`src/rtl/ocr_frame_sequencer_if.sv`:
```
// Signal bundle between the frame sequencer and its surroundings: byte receiver,
// image buffer, inference core and result consumer.
interface ocr_frame_sequencer_if;
  logic       rx_valid;
  logic [7:0] rx_data;
  logic       buffer_full;
  logic       buffer_empty;
  logic       buffer_clear;
  logic       buffer_wr_en;
  logic [7:0] buffer_wr_data;
  logic       infer_start;
  logic       infer_done;
  logic [3:0] infer_digit;
  logic       result_valid;
  logic [3:0] result_digit;
  logic       result_ack;
  logic       error;
  logic       busy;
  logic [9:0] pixel_count;
  logic [2:0] state_dbg;

  modport slave (
    input  rx_valid, rx_data, buffer_full, buffer_empty,
           infer_done, infer_digit, result_ack,
    output buffer_clear, buffer_wr_en, buffer_wr_data, infer_start,
           result_valid, result_digit, error, busy, pixel_count, state_dbg
  );

  modport master (
    output rx_valid, rx_data, buffer_full, buffer_empty,
           infer_done, infer_digit, result_ack,
    input  buffer_clear, buffer_wr_en, buffer_wr_data, infer_start,
           result_valid, result_digit, error, busy, pixel_count, state_dbg
  );
endinterface

```
`src/rtl/ocr_frame_sequencer.sv`:
```
// Frame sequencer: start byte -> buffer clear -> pixel load -> inference start
// -> bounded wait for the digit -> hold result until acknowledged.
module ocr_frame_sequencer #(
  parameter int unsigned NUM_PIXELS    = 784,
  parameter logic [7:0]  START_BYTE    = 8'hA5,
  parameter int unsigned INFER_TIMEOUT = 100000,
  parameter int unsigned FULL_TIMEOUT  = 16
) (
  input logic                   clk,
  input logic                   reset_n,
  ocr_frame_sequencer_if.slave  bus
);

  localparam int unsigned       TMO_W      = $clog2(INFER_TIMEOUT + 1);
  localparam logic [9:0]        PIX_MAX    = 10'(NUM_PIXELS);
  localparam logic [9:0]        PIX_LAST   = 10'(NUM_PIXELS - 1);
  localparam logic [TMO_W-1:0]  FULL_LAST  = TMO_W'(FULL_TIMEOUT - 1);
  localparam logic [TMO_W-1:0]  INFER_LAST = TMO_W'(INFER_TIMEOUT - 1);
  localparam logic [TMO_W-1:0]  TMO_MAX    = '1;

  typedef enum logic [2:0] {
    S_IDLE   = 3'd0,
    S_CLEAR  = 3'd1,
    S_LOAD   = 3'd2,
    S_ARM    = 3'd3,
    S_START  = 3'd4,
    S_WAIT   = 3'd5,
    S_RESULT = 3'd6
  } state_t;

  state_t            r_state;
  state_t            w_next;
  logic              w_frame_go;
  logic              w_pix_acc;
  logic              w_arm_tmo;
  logic              w_wait_tmo;

  logic [TMO_W-1:0]  r_tmo;
  logic [9:0]        r_pix_cnt;
  logic              r_clear;
  logic              r_wr_en;
  logic [7:0]        r_wr_data;
  logic              r_infer_start;
  logic              r_res_valid;
  logic [3:0]        r_res_digit;
  logic              r_error;
  logic              r_busy;

  // Buffer occupancy is tracked by the buffer itself; only buffer_full gates sequencing.
  logic              w_unused_status;
  assign w_unused_status = bus.buffer_empty;

  always_ff @(posedge clk or negedge reset_n) begin
    if (!reset_n) begin
      r_state <= S_IDLE;
    end else begin
      r_state <= w_next;
    end
  end

  always_comb begin
    w_next     = r_state;
    w_frame_go = 1'b0;
    w_pix_acc  = 1'b0;
    w_arm_tmo  = 1'b0;
    w_wait_tmo = 1'b0;
    case (r_state)
      S_IDLE: begin
        if (bus.rx_valid && (bus.rx_data == START_BYTE)) begin
          w_frame_go = 1'b1;
          w_next     = S_CLEAR;
        end
      end
      S_CLEAR: w_next = S_LOAD;
      S_LOAD: begin
        // Inside a frame every byte is pixel data, including the start-byte value.
        if (bus.rx_valid && (r_pix_cnt < PIX_MAX)) begin
          w_pix_acc = 1'b1;
          if (r_pix_cnt == PIX_LAST) begin
            w_next = S_ARM;
          end
        end
      end
      S_ARM: begin
        if (bus.buffer_full) begin
          w_next = S_START;
        end else if (r_tmo == FULL_LAST) begin
          w_arm_tmo = 1'b1;
          w_next    = S_IDLE;
        end
      end
      S_START: w_next = S_WAIT;
      S_WAIT: begin
        if (bus.infer_done) begin
          w_next = S_RESULT;
        end else if (r_tmo == INFER_LAST) begin
          w_wait_tmo = 1'b1;
          w_next     = S_IDLE;
        end
      end
      S_RESULT: begin
        if (bus.result_ack) begin
          w_next = S_IDLE;
        end
      end
      default: w_next = S_IDLE;
    endcase
  end

  always_ff @(posedge clk or negedge reset_n) begin
    if (!reset_n) begin
      r_tmo         <= '0;
      r_pix_cnt     <= '0;
      r_clear       <= 1'b0;
      r_wr_en       <= 1'b0;
      r_wr_data     <= '0;
      r_infer_start <= 1'b0;
      r_res_valid   <= 1'b0;
      r_res_digit   <= '0;
      r_error       <= 1'b0;
      r_busy        <= 1'b0;
    end else begin
      r_busy        <= (w_next != S_IDLE);
      r_clear       <= w_frame_go;
      r_infer_start <= (w_next == S_START) && (r_state != S_START);
      r_wr_en       <= w_pix_acc;

      if (w_pix_acc) begin
        r_wr_data <= bus.rx_data;
        r_pix_cnt <= r_pix_cnt + 10'd1;
      end else if (r_state == S_CLEAR) begin
        r_pix_cnt <= '0;
      end

      // One counter serves both ARM and WAIT; it restarts on every state change.
      if (w_next != r_state) begin
        r_tmo <= '0;
      end else if (r_tmo != TMO_MAX) begin
        r_tmo <= r_tmo + 1'b1;
      end

      if (w_frame_go) begin
        r_error <= 1'b0;
      end else if (w_arm_tmo || w_wait_tmo) begin
        r_error <= 1'b1;
      end

      if ((r_state == S_WAIT) && bus.infer_done) begin
        r_res_valid <= 1'b1;
        r_res_digit <= bus.infer_digit;
      end else if ((r_state == S_RESULT) && bus.result_ack) begin
        r_res_valid <= 1'b0;
      end
    end
  end

  assign bus.buffer_clear   = r_clear;
  assign bus.buffer_wr_en   = r_wr_en;
  assign bus.buffer_wr_data = r_wr_data;
  assign bus.infer_start    = r_infer_start;
  assign bus.result_valid   = r_res_valid;
  assign bus.result_digit   = r_res_digit;
  assign bus.error          = r_error;
  assign bus.busy           = r_busy;
  assign bus.pixel_count    = r_pix_cnt;
  assign bus.state_dbg      = r_state;

endmodule

```
`src/flat_wrapper.sv`:
```
// flat-port wrapper written by rule: the top's interface ports become plain ports
module ocr_frame_sequencer_flat 
#(
  parameter int unsigned NUM_PIXELS    = 784,
  parameter logic [7:0]  START_BYTE    = 8'hA5,
  parameter int unsigned INFER_TIMEOUT = 100000,
  parameter int unsigned FULL_TIMEOUT  = 16
)
  (clk, reset_n, bus_rx_valid, bus_rx_data, bus_buffer_full, bus_buffer_empty, bus_infer_done, bus_infer_digit, bus_result_ack, bus_buffer_clear, bus_buffer_wr_en, bus_buffer_wr_data, bus_infer_start, bus_result_valid, bus_result_digit, bus_error, bus_busy, bus_pixel_count, bus_state_dbg);
  ocr_frame_sequencer_if bus_i ();
  input logic clk;
  input logic reset_n;
  input wire logic [$bits(bus_i.rx_valid)-1:0] bus_rx_valid;
  input wire logic [$bits(bus_i.rx_data)-1:0] bus_rx_data;
  input wire logic [$bits(bus_i.buffer_full)-1:0] bus_buffer_full;
  input wire logic [$bits(bus_i.buffer_empty)-1:0] bus_buffer_empty;
  input wire logic [$bits(bus_i.infer_done)-1:0] bus_infer_done;
  input wire logic [$bits(bus_i.infer_digit)-1:0] bus_infer_digit;
  input wire logic [$bits(bus_i.result_ack)-1:0] bus_result_ack;
  output wire logic [$bits(bus_i.buffer_clear)-1:0] bus_buffer_clear;
  output wire logic [$bits(bus_i.buffer_wr_en)-1:0] bus_buffer_wr_en;
  output wire logic [$bits(bus_i.buffer_wr_data)-1:0] bus_buffer_wr_data;
  output wire logic [$bits(bus_i.infer_start)-1:0] bus_infer_start;
  output wire logic [$bits(bus_i.result_valid)-1:0] bus_result_valid;
  output wire logic [$bits(bus_i.result_digit)-1:0] bus_result_digit;
  output wire logic [$bits(bus_i.error)-1:0] bus_error;
  output wire logic [$bits(bus_i.busy)-1:0] bus_busy;
  output wire logic [$bits(bus_i.pixel_count)-1:0] bus_pixel_count;
  output wire logic [$bits(bus_i.state_dbg)-1:0] bus_state_dbg;
  assign bus_i.rx_valid = bus_rx_valid;
  assign bus_i.rx_data = bus_rx_data;
  assign bus_i.buffer_full = bus_buffer_full;
  assign bus_i.buffer_empty = bus_buffer_empty;
  assign bus_i.infer_done = bus_infer_done;
  assign bus_i.infer_digit = bus_infer_digit;
  assign bus_i.result_ack = bus_result_ack;
  assign bus_buffer_clear = bus_i.buffer_clear;
  assign bus_buffer_wr_en = bus_i.buffer_wr_en;
  assign bus_buffer_wr_data = bus_i.buffer_wr_data;
  assign bus_infer_start = bus_i.infer_start;
  assign bus_result_valid = bus_i.result_valid;
  assign bus_result_digit = bus_i.result_digit;
  assign bus_error = bus_i.error;
  assign bus_busy = bus_i.busy;
  assign bus_pixel_count = bus_i.pixel_count;
  assign bus_state_dbg = bus_i.state_dbg;
  ocr_frame_sequencer #(.NUM_PIXELS(NUM_PIXELS), .START_BYTE(START_BYTE), .INFER_TIMEOUT(INFER_TIMEOUT), .FULL_TIMEOUT(FULL_TIMEOUT)) u_core (.clk(clk), .reset_n(reset_n), .bus(bus_i));
endmodule
```
`config.mk`:
```
export PLATFORM = sky130hd
export DESIGN_NAME = ocr_frame_sequencer_flat
export DESIGN_NICKNAME = d
export VERILOG_FILES = /design/src/rtl/ocr_frame_sequencer_if.sv /design/src/rtl/ocr_frame_sequencer.sv /design/src/flat_wrapper.sv
export SDC_FILE = /design/constraint.sdc
export NUM_CORES = 1
export LEC_CHECK = 0
export CAP_MARGIN = 20
export CORE_MARGIN = 2
export CORE_UTILIZATION = 46
export CTS_CLUSTER_DIAMETER = 100
export DETAILED_ROUTE_END_ITERATION = 12
export PLACE_DENSITY = 0.79
export SKIP_CTS_REPAIR_TIMING = 1
export SYNTH_ARGS = -nofsm -noshare
export SYNTH_HDL_FRONTEND = slang
export SYNTH_SLANG_ARGS = --single-unit
```
`constraint.sdc`:
```
create_clock -name clk -period 2.34 [get_ports clk]
set_input_delay 0.468 -clock clk [delete_from_list [all_inputs] [get_ports clk]]
set_output_delay 0.468 -clock clk [all_outputs]
set_load 0.05 [all_outputs]
```
Yosys cells after proc, flatten, opt, wreduce, memory -nomap -nowiden --
Index checks and enable logic that the tools add are counted.
Cells by class: muxes and demuxes 27, reductions and logical operators 12, $add $sub $neg 2, equal/unequal tests 14, $lt $le $gt $ge 1
Operators with widths (count):
- two-way mux 17 bit | 2
- two-way mux 3 bit | 8
- one-hot mux 3 bit (7 select lines) | 1
- two-way mux 10 bit | 2
- adder 17 x 1 -> 17 bit, second input constant | 1
- == test 17 bit, second input constant | 1
- == test 17 x 4 -> 1 bit, second input constant | 1
- inequality test 17 bit, second input constant | 1
- two-way mux 1 bit | 14
- == test 3 bit, second input constant | 4
- adder 10 x 1 -> 10 bit, second input constant | 1
- == test 10 bit, second input constant | 1
- less-than comparator 10 bit, second input constant | 1
- == test 8 bit, second input constant | 1
- nonzero test 2 bit | 4
- == test 3 x 2 -> 1 bit, second input constant | 2
- logical AND 1 bit | 5
- == test 3 x 1 -> 1 bit, second input constant | 1
- logical NOT 3 bit | 1
- inequality test 3 bit | 1
- inequality test 3 bit, second input constant | 1
- nonzero test 3 bit | 1
- logical OR 1 bit | 1
Word-level totals: output and inout port bits 31, logic and storage cells 67, bits of input ports 19, bits in registers 48

Depth between registers and ports, before layout --
Gate-level depths: netlist of the first run.
depth in word-level cells 7, mapped depth 11

Worst setup path before layout of the first run --
OpenSTA, ideal clock, no wires.
path type flip-flop to flip-flop, from register u_core.r_tmo[7], to register u_core.r_tmo[15], slack -203 ps, cell stages (with the launch flop) 12, period minus slack after synthesis 2543 ps, path buffers 1, arrival 2425 ps, data required time 2222 ps, path through dfrtp_1 -> and3_1 -> and4_1 -> and3_1 -> and3_1 -> ha_1 -> clkbuf_1 -> nand4b_1 -> nor3_1 -> nand4_1 -> xor2_1 -> nor2_1
On the way: word-level cells in the longest chain between the ends 6, elaborated cells between the ends (all ways) 13, classes of those cells 1 x add/sub; 4 x eq/ne; 7 x mux; 1 x reduce/logical
RTL lines:
- start: declaration | line ocr_frame_sequencer.sv:38 | logic [TMO_W-1:0] r_tmo;
- start signal: assignment | line ocr_frame_sequencer.sv:139 | r_tmo <= r_tmo + 1'b1;
- == test 17 bit or == test 17 x 4 -> 1 bit (tied branches) | line ocr_frame_sequencer.sv:96, ocr_frame_sequencer.sv:87
- two-way mux 3 bit (on tied branches) | line ocr_frame_sequencer.sv:96, ocr_frame_sequencer.sv:87
- two-way mux 3 bit (on tied branches) | line ocr_frame_sequencer.sv:94, ocr_frame_sequencer.sv:85
- one-hot mux 3 bit (7 select lines) | line ocr_frame_sequencer.sv:67 | case (r_state)
- inequality test 3 bit | line ocr_frame_sequencer.sv:136 | if (w_next != r_state) begin
- two-way mux 17 bit or nonzero test 2 bit (tied branches)
Parallel ways exist; a longest one is shown, timed or not. The select of a mux whose other input is x is not followed. A chain may end at the register's enable or synchronous reset.

Worst setup path after layout of the first run --
from register u_core.r_tmo[10], to register u_core.r_tmo[9]
The elaborated chain is that of the path after synthesis.

==> impl_summary.txt, run 1 <==
----------------------------------------------------
[Run status]
  Status ... finished clean

[Synthesis]
  Syn. warnings ... 0
  Mean instance size in the synthesized netlist ... 9.87 µm²
  Number of synthesized flops with an enable pin ... 0
  Top-area cell type share of the netlist area ... 0.507
  Most used flip-flop cell after synthesis ... sky130_fd_sc_hd__dfrtp_1
  Synthesized netlist cell count ... 240
  Sequential-to-total area share from yosys stat ... 0.507
  Post-synthesis cell type with the largest combined area ... sky130_fd_sc_hd__dfrtp_1
  Seq cells post-synth ... 48
  Synth Cell Area ... approximately 2400 µm²
  Total nets after synthesis ... 262
  Post-synth cell types ... 49
  Async set or reset register ratio after synthesis ... 1.00
  Ranking of synthesized cells by area ... sky130_fd_sc_hd__dfrtp_1 (51%), sky130_fd_sc_hd__nand2_1 (6.7%), sky130_fd_sc_hd__nor2_1 (4.1%)

[Layout]
  Filler Cells Inserted ... 405
  Leading cell types in the layout, fill and taps excluded ... sky130_fd_sc_hd__dfrtp_1 (48), sky130_fd_sc_hd__clkdlybuf4s50_1 (47), sky130_fd_sc_hd__nand2_1 (42)
  Antenna diode count ... 0
  Total number of nets in the final design ... 335
  Final design utilization ... 0.636
  Most common cell after layout, fill and taps aside ... sky130_fd_sc_hd__dfrtp_1
  Layout cells sized above 1 ... 0.172
  Area added between synthesis and finish ... 35.3%

[Placed design]
  DP HPWL ... approximately 3800 µm
  Pre-CTS setup slack ... -0.100 ns
  Global placement routability congestion ... 0.841
  Total of buffers placed on input and output ports ... between 40 and 50

[Global route]
  Global-route wire length before repair ... 7960 µm
  Maximum number of pins on one net before global-route repair ... 21
  Final global-route overflow total ... 0
  Via count of the first global-routing pass ... roughly 1800
  Met3 capacity usage during global routing ... 0.0489
  Antenna violations before repair ... 0
  Gr busiest metal ... met1
  Global Route Usage Sum ... 0.183
  Met1 Use GR ... 0.275
  GR Layer Usage met2 ... 0.264

[Route]
  Drt first-iter violations ... between 80 and 90
  Number of iterations in the first detailed-routing pass ... 4
  Final wirelength ... 5200 µm
  Routed length per instance ... 13.6 µm
  ANT nets after route ... 0
  Vias/cell ... 5.27
  Total number of vias ... slightly above 2000
  Drt drc ... 0

[Worst setup path]
  Worst Path Required ... 2.53 ns
  Kind of end point of the critical path ... flop
  Worst Path Max Fanout ... 4
  Worst setup SP type ... flop
  Cell type of the slowest stage on the worst timing path ... sky130_fd_sc_hd__dfrtp_1
  WS Path Type ... reg -> reg
  Longest individual stage delay on the worst path ... about 0.38 ns
  Endpoint arrival time on the critical path ... 2.40 ns
  Flop2flop setup slack ... 0.12 ns
  Cell chain of the critical path ... and2_1 > and4_4 > and3_1 > and3_1 > ha_2 > nand4b_1 > nor3_2 > buf_4 > nand2_1 > xor2_1 > nor2_1
  Most used cell along the critical path ... sky130_fd_sc_hd__and3_1

[STA]
  Worst max-slew margin expressed relative to the limit ... 0.658
  Final count of negative-setup-slack endpoints ... 0
  Worst Max-Slew Pin Slew ... 0.511 ns
  Final worst slack ... 0.124 ns
  Post-route clock skew ... 0.0117 ns
  Final Hold Fails ... 0
  Slew Limit Fails ... 0
  Final cycle utilization of the critical path ... 0.947
  Tmin final ... 2.22 ns
  Worst hold-check slack ... 0.112 ns
  Maximum operating frequency ... ~0.45 GHz
  Unrepaired setup endpoints after global routing ... false

[Clock tree]
  Clock buffers created by TritonCTS ... 5
  Clock latency reported for the late side of the worst-skew pair ... 0.30 ns
  Level count of the clock H-tree ... 2
  Sinks on the clock net ... 48
  Buffers from clock root to sink, at most ... 2
  Clock-pin transition on the worst setup and hold timing paths ... 0.10 ns
  Root Buffer ... sky130_fd_sc_hd__clkbuf_8
  CTS tree ... done

[Hold path]
  Worst Hold Class ... in -> async

[Power]
  Leak Pwr ... 1.47 nW
  Worst IR drop on VDD ... 0.872 mV
  Overall power after layout ... 2.98 mW
  Power Density ... roughly 930 nW/µm²

[Die]
  Num ports ... 50
  Width of the die ... 75.8 µm
  DIE AREA ... between 5000 and 6000 µm²
  Starting Density ... 0.470
  Floorplan die height ... roughly 76 µm
  Core Box Area ... 5040 µm²
  Number of standard-cell rows in the floorplan ... 26

[Job]
  Max capacitance violation total ... 0

----------------------------------------------------
## cells by family after synthesis
kind of cell | after synthesis | synth area share
adders and majority gates | 3 | 0.0158
and+or+nand+nor | 130 | 0.292
buffers and inverters | 12 | 0.0238
AOI/OAI and AO/OA | 25 | 0.0745
muxes | 6 | 0.0275
xor gates and xnor gates | 16 | 0.0592
DFF | 48 | 0.507
## cells in the mapped netlist (2+ instances only)
cell type and n:
sky130_fd_sc_hd__nor2b_1 2, sky130_fd_sc_hd__clkbuf_1 4, sky130_fd_sc_hd__nand4b_1 2, sky130_fd_sc_hd__o21ai_0 10, sky130_fd_sc_hd__and3_1 6, sky130_fd_sc_hd__and4_1 2
sky130_fd_sc_hd__xor2_1 11, sky130_fd_sc_hd__mux2i_1 2, sky130_fd_sc_hd__xnor2_1 5, sky130_fd_sc_hd__inv_1 4, sky130_fd_sc_hd__nand3b_1 2, sky130_fd_sc_hd__dfrtp_1 48
sky130_fd_sc_hd__nand4_1 6, sky130_fd_sc_hd__nand2b_1 5, sky130_fd_sc_hd__a21boi_0 2, sky130_fd_sc_hd__nand3_1 9, sky130_fd_sc_hd__mux2_2 4, sky130_fd_sc_hd__a21oi_1 3
sky130_fd_sc_hd__nor3_1 13, sky130_fd_sc_hd__nor2_1 26, sky130_fd_sc_hd__nand2_1 42, sky130_fd_sc_hd__buf_2 2, sky130_fd_sc_hd__ha_1 3, sky130_fd_sc_hd__or4_1 2
## final cells by class
class                           instances  area (µm²)  area share
Sequential cell                        48        1200       0.375
Inverter                                5        20.0     0.00625
Clock inverter                          3        23.8     0.00742
Multi-Input combinational cell        180        1140       0.355
Timing Repair Buffer                   73         667       0.208
Clock buffer                            5        68.8      0.0215
Tap cell                               70        87.6      0.0273
## sequential cells by signal, summed over array words and instances, names as in the netlist
name and count:
u_core.r_tmo 17, u_core.bus.error 1, u_core.bus.result_digit 4, u_core.bus.buffer_clear 1, u_core.bus.buffer_wr_data 8, u_core.bus.busy 1, u_core.bus.pixel_count 10, u_core.bus.buffer_wr_en 1
u_core.bus.infer_start 1, u_core.bus.result_valid 1, u_core.bus.state_dbg 3
## power breakdown
part           internal, mW  total, mW  switching [mW]
clock network         0.212      0.499           0.287
logic                 0.506       1.35           0.846
registers              1.01       1.13           0.121
## critical path, delay by kind of cell, from the launching register on
| kind | cells | cell delay (ns) |
|---|---|---|
| buf+inv | 1 | 0.17 |
| flops | 1 | 0.38 |
| xor+xnor | 1 | 0.17 |
| fa+ha+maj | 1 | 0.17 |
| simple gates | 8 | 1.21 |
## through the flow
stage	setup TNS [ns]	std cells	area, µm²
detailed placement	-1.07	373	3080
finish	0	384	3210
CTS	0	381	3170
global placement	-0.398	373	3080
global route	0	384	3210
floorplan	0	240	2390
## path summary, 6_finish.rpt
check	startpoint	to	cells after the start
setup / recovery	u_core.r_tmo[10]	u_core.r_tmo[9]	11
hold / removal	reset_n	u_core.r_tmo[0]	1
setup reg to reg	u_core.r_tmo[10]	u_core.r_tmo[9]	11
hold reg to reg	u_core.bus.buffer_wr_data[4]	u_core.bus.buffer_wr_data[4]	2
max in group asynchronous	reset_n	u_core.bus.buffer_clear	2
min in group clk	u_core.bus.buffer_wr_data[4]	u_core.bus.buffer_wr_data[4]	2
## routing by layer
layer | vias up | part of all wire | wire length [µm]
li1 | 987 | - | -
met1 | 984 | 0.47 | 2430
met2 | 50 | 0.48 | 2500
met3 | 2 | 0.046 | 238
met4 | 0 | 0.0058 | 30
met5 | - | 0 | 0
Note: power is estimated with default switching activity, not from simulation.
==> run 2: changes to the inputs <==
--- a/config.mk
+++ b/config.mk
@@ -7,10 +7,10 @@
 export LEC_CHECK = 0
 export CAP_MARGIN = 20
 export CORE_MARGIN = 2
-export CORE_UTILIZATION = 46
+export CORE_UTILIZATION = 50
 export CTS_CLUSTER_DIAMETER = 100
 export DETAILED_ROUTE_END_ITERATION = 12
-export PLACE_DENSITY = 0.79
+export PLACE_DENSITY = 0.82
 export SKIP_CTS_REPAIR_TIMING = 1
 export SYNTH_ARGS = -nofsm -noshare
 export SYNTH_HDL_FRONTEND = slang
==> constraint.sdc (replaced) <==
create_clock -name clk -period 2.4 [get_ports clk]
set_input_delay 0.48 -clock clk [delete_from_list [all_inputs] [get_ports clk]]
set_output_delay 0.48 -clock clk [all_outputs]
set_load 0.02 [all_outputs]
==> run 2 against run 1 <==
  * First-iteration DRC count is 4.5% higher
  * Maximum frequency shrank 3.5%
  * Register-to-register slack worse by 0.02 ns
  * Final area is 1.3% lower
  * Clock skew about the same
  * Die area is 7.6% lower
  * Clock power about the same
  * Worst setup slack got worse by 0.021 ns
  * Critical path type unchanged
  * Largest cell class unchanged
  * Largest power group is now sequential cells
  * Highest routed layer unchanged
==> impl_summary.txt, run 2 (synthesis gave the netlist of run 1 again) <==
----------------------------------------------------
[Power]
  Power share of the clock group ... 0.189 (was 0.167)
  Fraction of power consumed by combinational cells ... 0.390 (was 0.453)
  Total net switching power ... 0.942 mW (was 1.25 mW)
  Portion of total power attributed to sequential cells ... 0.421 (was 0.380)
  Leak Pwr ... 1.47 nW (about the same)
  Worst IR drop on VDD ... 0.639 mV (was 0.872 mV)
  Power Density ... 836 nW/µm² (was 931 nW/µm²)
  Switching share of power ... 0.356 (was 0.420)
  Internal power component ... 1.70 mW (was 1.73 mW)
  Overall power after layout ... 2.64 mW (was 2.98 mW)

[Layout]
  Most common cell after layout, fill and taps aside ... sky130_fd_sc_hd__dfrtp_1 (unchanged)
  Register with the highest flop count ... u_core.r_tmo (unchanged)
  Area added between synthesis and finish ... 33.5% (was 35.3%)
  Antenna diode count ... 0 (unchanged)
  Number of flip-flops under the largest register name ... 17 (unchanged)
  Layout cells sized above 1 ... 0.155 (was 0.172)
  Final design utilization ... 0.683 (was 0.636)
  Leading cell types in the layout, fill and taps excluded ... sky130_fd_sc_hd__dfrtp_1 (48), sky130_fd_sc_hd__clkdlybuf4s50_1 (47), sky130_fd_sc_hd__nand2_1 (42) (unchanged)
  Total number of nets in the final design ... 331 (was 335)

[Global route]
  Maximum number of pins on one net before global-route repair ... 27 (was 21)
  Antenna violations before repair ... 0 (unchanged)
  Global Route Usage Sum ... 0.216 (was 0.183)
  Global-route wire length before repair ... 8910 µm (was 7960 µm)
  Via count of the first global-routing pass ... 1932 (was 1766)
  Final global-route overflow total ... 0 (unchanged)

[Clock tree]
  Root Buffer ... sky130_fd_sc_hd__clkbuf_8 (unchanged)
  Buffers from clock root to sink, at most ... 2 (unchanged)
  Clock-pin transition on the worst setup and hold timing paths ... 0.09 ns (was 0.10 ns)
  Clock buffers created by TritonCTS ... 5 (unchanged)
  CTS tree ... done (unchanged)
  Clock latency reported for the late side of the worst-skew pair ... 0.31 ns (was 0.30 ns)
  Level count of the clock H-tree ... 2 (unchanged)
  Sinks on the clock net ... 48 (unchanged)

[Worst setup path]
  Worst setup SP type ... flop (unchanged)
  Endpoint arrival time on the critical path ... 2.49 ns (was 2.40 ns)
  End of the worst register-to-register path ... u_core.r_tmo[11] (was u_core.r_tmo[9])
  Worst Reg-to-Reg Cells ... 11 (unchanged)
  Flop2flop setup slack ... 0.10 ns (was 0.12 ns)
  WS Path Type ... reg -> reg (unchanged)
  Worst Path Max Fanout ... 4 (unchanged)
  Kind of end point of the critical path ... flop (unchanged)
  Worst Path Required ... 2.59 ns (was 2.53 ns)
  Startpoint of the worst register-to-register path ... u_core.r_tmo[8] (was u_core.r_tmo[10])

[STA]
  Worst hold-check slack ... 0.152 ns (was 0.112 ns)
  Maximum operating frequency ... 0.435 GHz (was 0.451 GHz)
  Unrepaired setup endpoints after global routing ... false (unchanged)
  Final cycle utilization of the critical path ... 0.957 (was 0.947)
  Post-route clock skew ... 0.0112 ns (was 0.0117 ns)
  Final count of negative-setup-slack endpoints ... 0 (unchanged)
  Tmin final ... 2.30 ns (was 2.22 ns)
  Slew Limit Fails ... 0 (unchanged)
  Worst max-slew margin expressed relative to the limit ... 0.626 (was 0.658)
  Worst Max-Slew Pin Slew ... 0.562 ns (was 0.511 ns)
  Final Hold Fails ... 0 (unchanged)

[Die]
  Starting Density ... 0.512 (was 0.470)
  Width of the die ... 72.8 µm (was 75.8 µm)
  Floorplan die height ... 72.8 µm (was 75.8 µm)
  DIE AREA ... 5300 µm² (was 5740 µm²)
  Core Box Area ... 4630 µm² (was 5040 µm²)
  Number of standard-cell rows in the floorplan ... 25 (was 26)
  Num ports ... 50 (unchanged)

[Route]
  Drt first-iter violations ... 92 (was 88)
  Number of iterations in the first detailed-routing pass ... 4 (unchanged)
  Final wirelength ... 5370 µm (was 5200 µm)
  Vias/cell ... 5.55 (was 5.27)
  ANT nets after route ... 0 (unchanged)
  Drt drc ... 0 (unchanged)
  Total number of vias ... 2019 (was 2023)
  Routed length per instance ... 14.8 µm (was 13.6 µm)

[Hold path]
  Worst Hold Class ... in -> async (unchanged)

[Run status]
  Status ... finished clean (unchanged)

[Placed design]
  Total of buffers placed on input and output ports ... 48 (unchanged)
  Global placement routability congestion ... 0.807 (was 0.841)
  DP HPWL ... 3850 µm (was 3810 µm)

[Job]
  Max capacitance violation total ... 0 (unchanged)

----------------------------------------------------
run 2: cell count changes in the layout (fill, tap and decap cells not counted), moves of 2 or more:
cell                         previous run  this run
sky130_fd_sc_hd__clkinv_2               1         3
sky130_fd_sc_hd__buf_4                 24        19
sky130_fd_sc_hd__clkinvlp_4             2         0
sky130_fd_sc_hd__buf_12                 0         2
run 2: metal layers:
metal | routed length, µm | track usage
met4 | 65 | 0.0597
met3 | 241 | 0.0525
met2 | 2610 | 0.338
met1 | 2460 | 0.300
met5 | 0 | 0
run 2: layout make-up:
| cell class | count | area, µm² |
|---|---|---|
| inverter | 5 | 20.0 |
| clock inverter | 2 | 10.0 |
| clock buffer | 6 | 82.6 |
| fill | 365 | 1470 |
| multi-input combinational | 180 | 1120 |
| sequential | 48 | 1200 |
| tap | 54 | 67.6 |
| timing repair buffer | 69 | 658 |
run 2: worst max path at each step:
stage	start	to	slack (ns)
after floorplan	u_core.r_tmo[7]	u_core.r_tmo[15]	0.001
after global placement	bus_rx_valid	u_core.r_tmo[2]	0.006
after detailed placement	bus_rx_valid	u_core.r_tmo[16]	-0.07
after CTS	u_core.r_tmo[8]	u_core.r_tmo[11]	0.07
after global routing	u_core.r_tmo[8]	u_core.r_tmo[7]	0.003
final	u_core.r_tmo[8]	u_core.r_tmo[11]	0.10
run 2: critical path: stages, from the launching register on:
cell and delay [ns]:
sky130_fd_sc_hd__dfrtp_1 0.39, sky130_fd_sc_hd__and3_4 0.19, sky130_fd_sc_hd__and4_4 0.18, sky130_fd_sc_hd__and3_1 0.17, sky130_fd_sc_hd__and3_1 0.17, sky130_fd_sc_hd__ha_1 0.19
sky130_fd_sc_hd__nand4b_1 0.23, sky130_fd_sc_hd__nor3_2 0.23, sky130_fd_sc_hd__buf_4 0.17, sky130_fd_sc_hd__nand3_1 0.09, sky130_fd_sc_hd__xor2_1 0.14, sky130_fd_sc_hd__nor2_1 0.05
run 2: metrics by stage:
stage | instances | TNS, ns | setup slack [ns] | cell area, µm²
2_1_floorplan | 240 | 0 | 0.00111 | 2380
3_3_place_gp | 355 | 0 | 0.00641 | 3050
3_5_place_dp | 355 | -0.540 | -0.0663 | 3050
4_1_cts | 363 | 0 | 0.0696 | 3140
5_1_grt | 364 | 0 | 0.00279 | 3160
6_report | 364 | 0 | 0.103 | 3160
run 2: power by group through the flow:
stage | clock network (mW) | registers, mW | logic (mW)
after floorplan | 0 | 1.27 | 0.424
after global placement | 0 | 1.12 | 1.00
after detailed placement | 0 | 1.12 | 1.03
after CTS | 0.513 | 1.11 | 1.04
after global routing | 0.543 | 1.13 | 1.14
final | 0.501 | 1.11 | 1.03
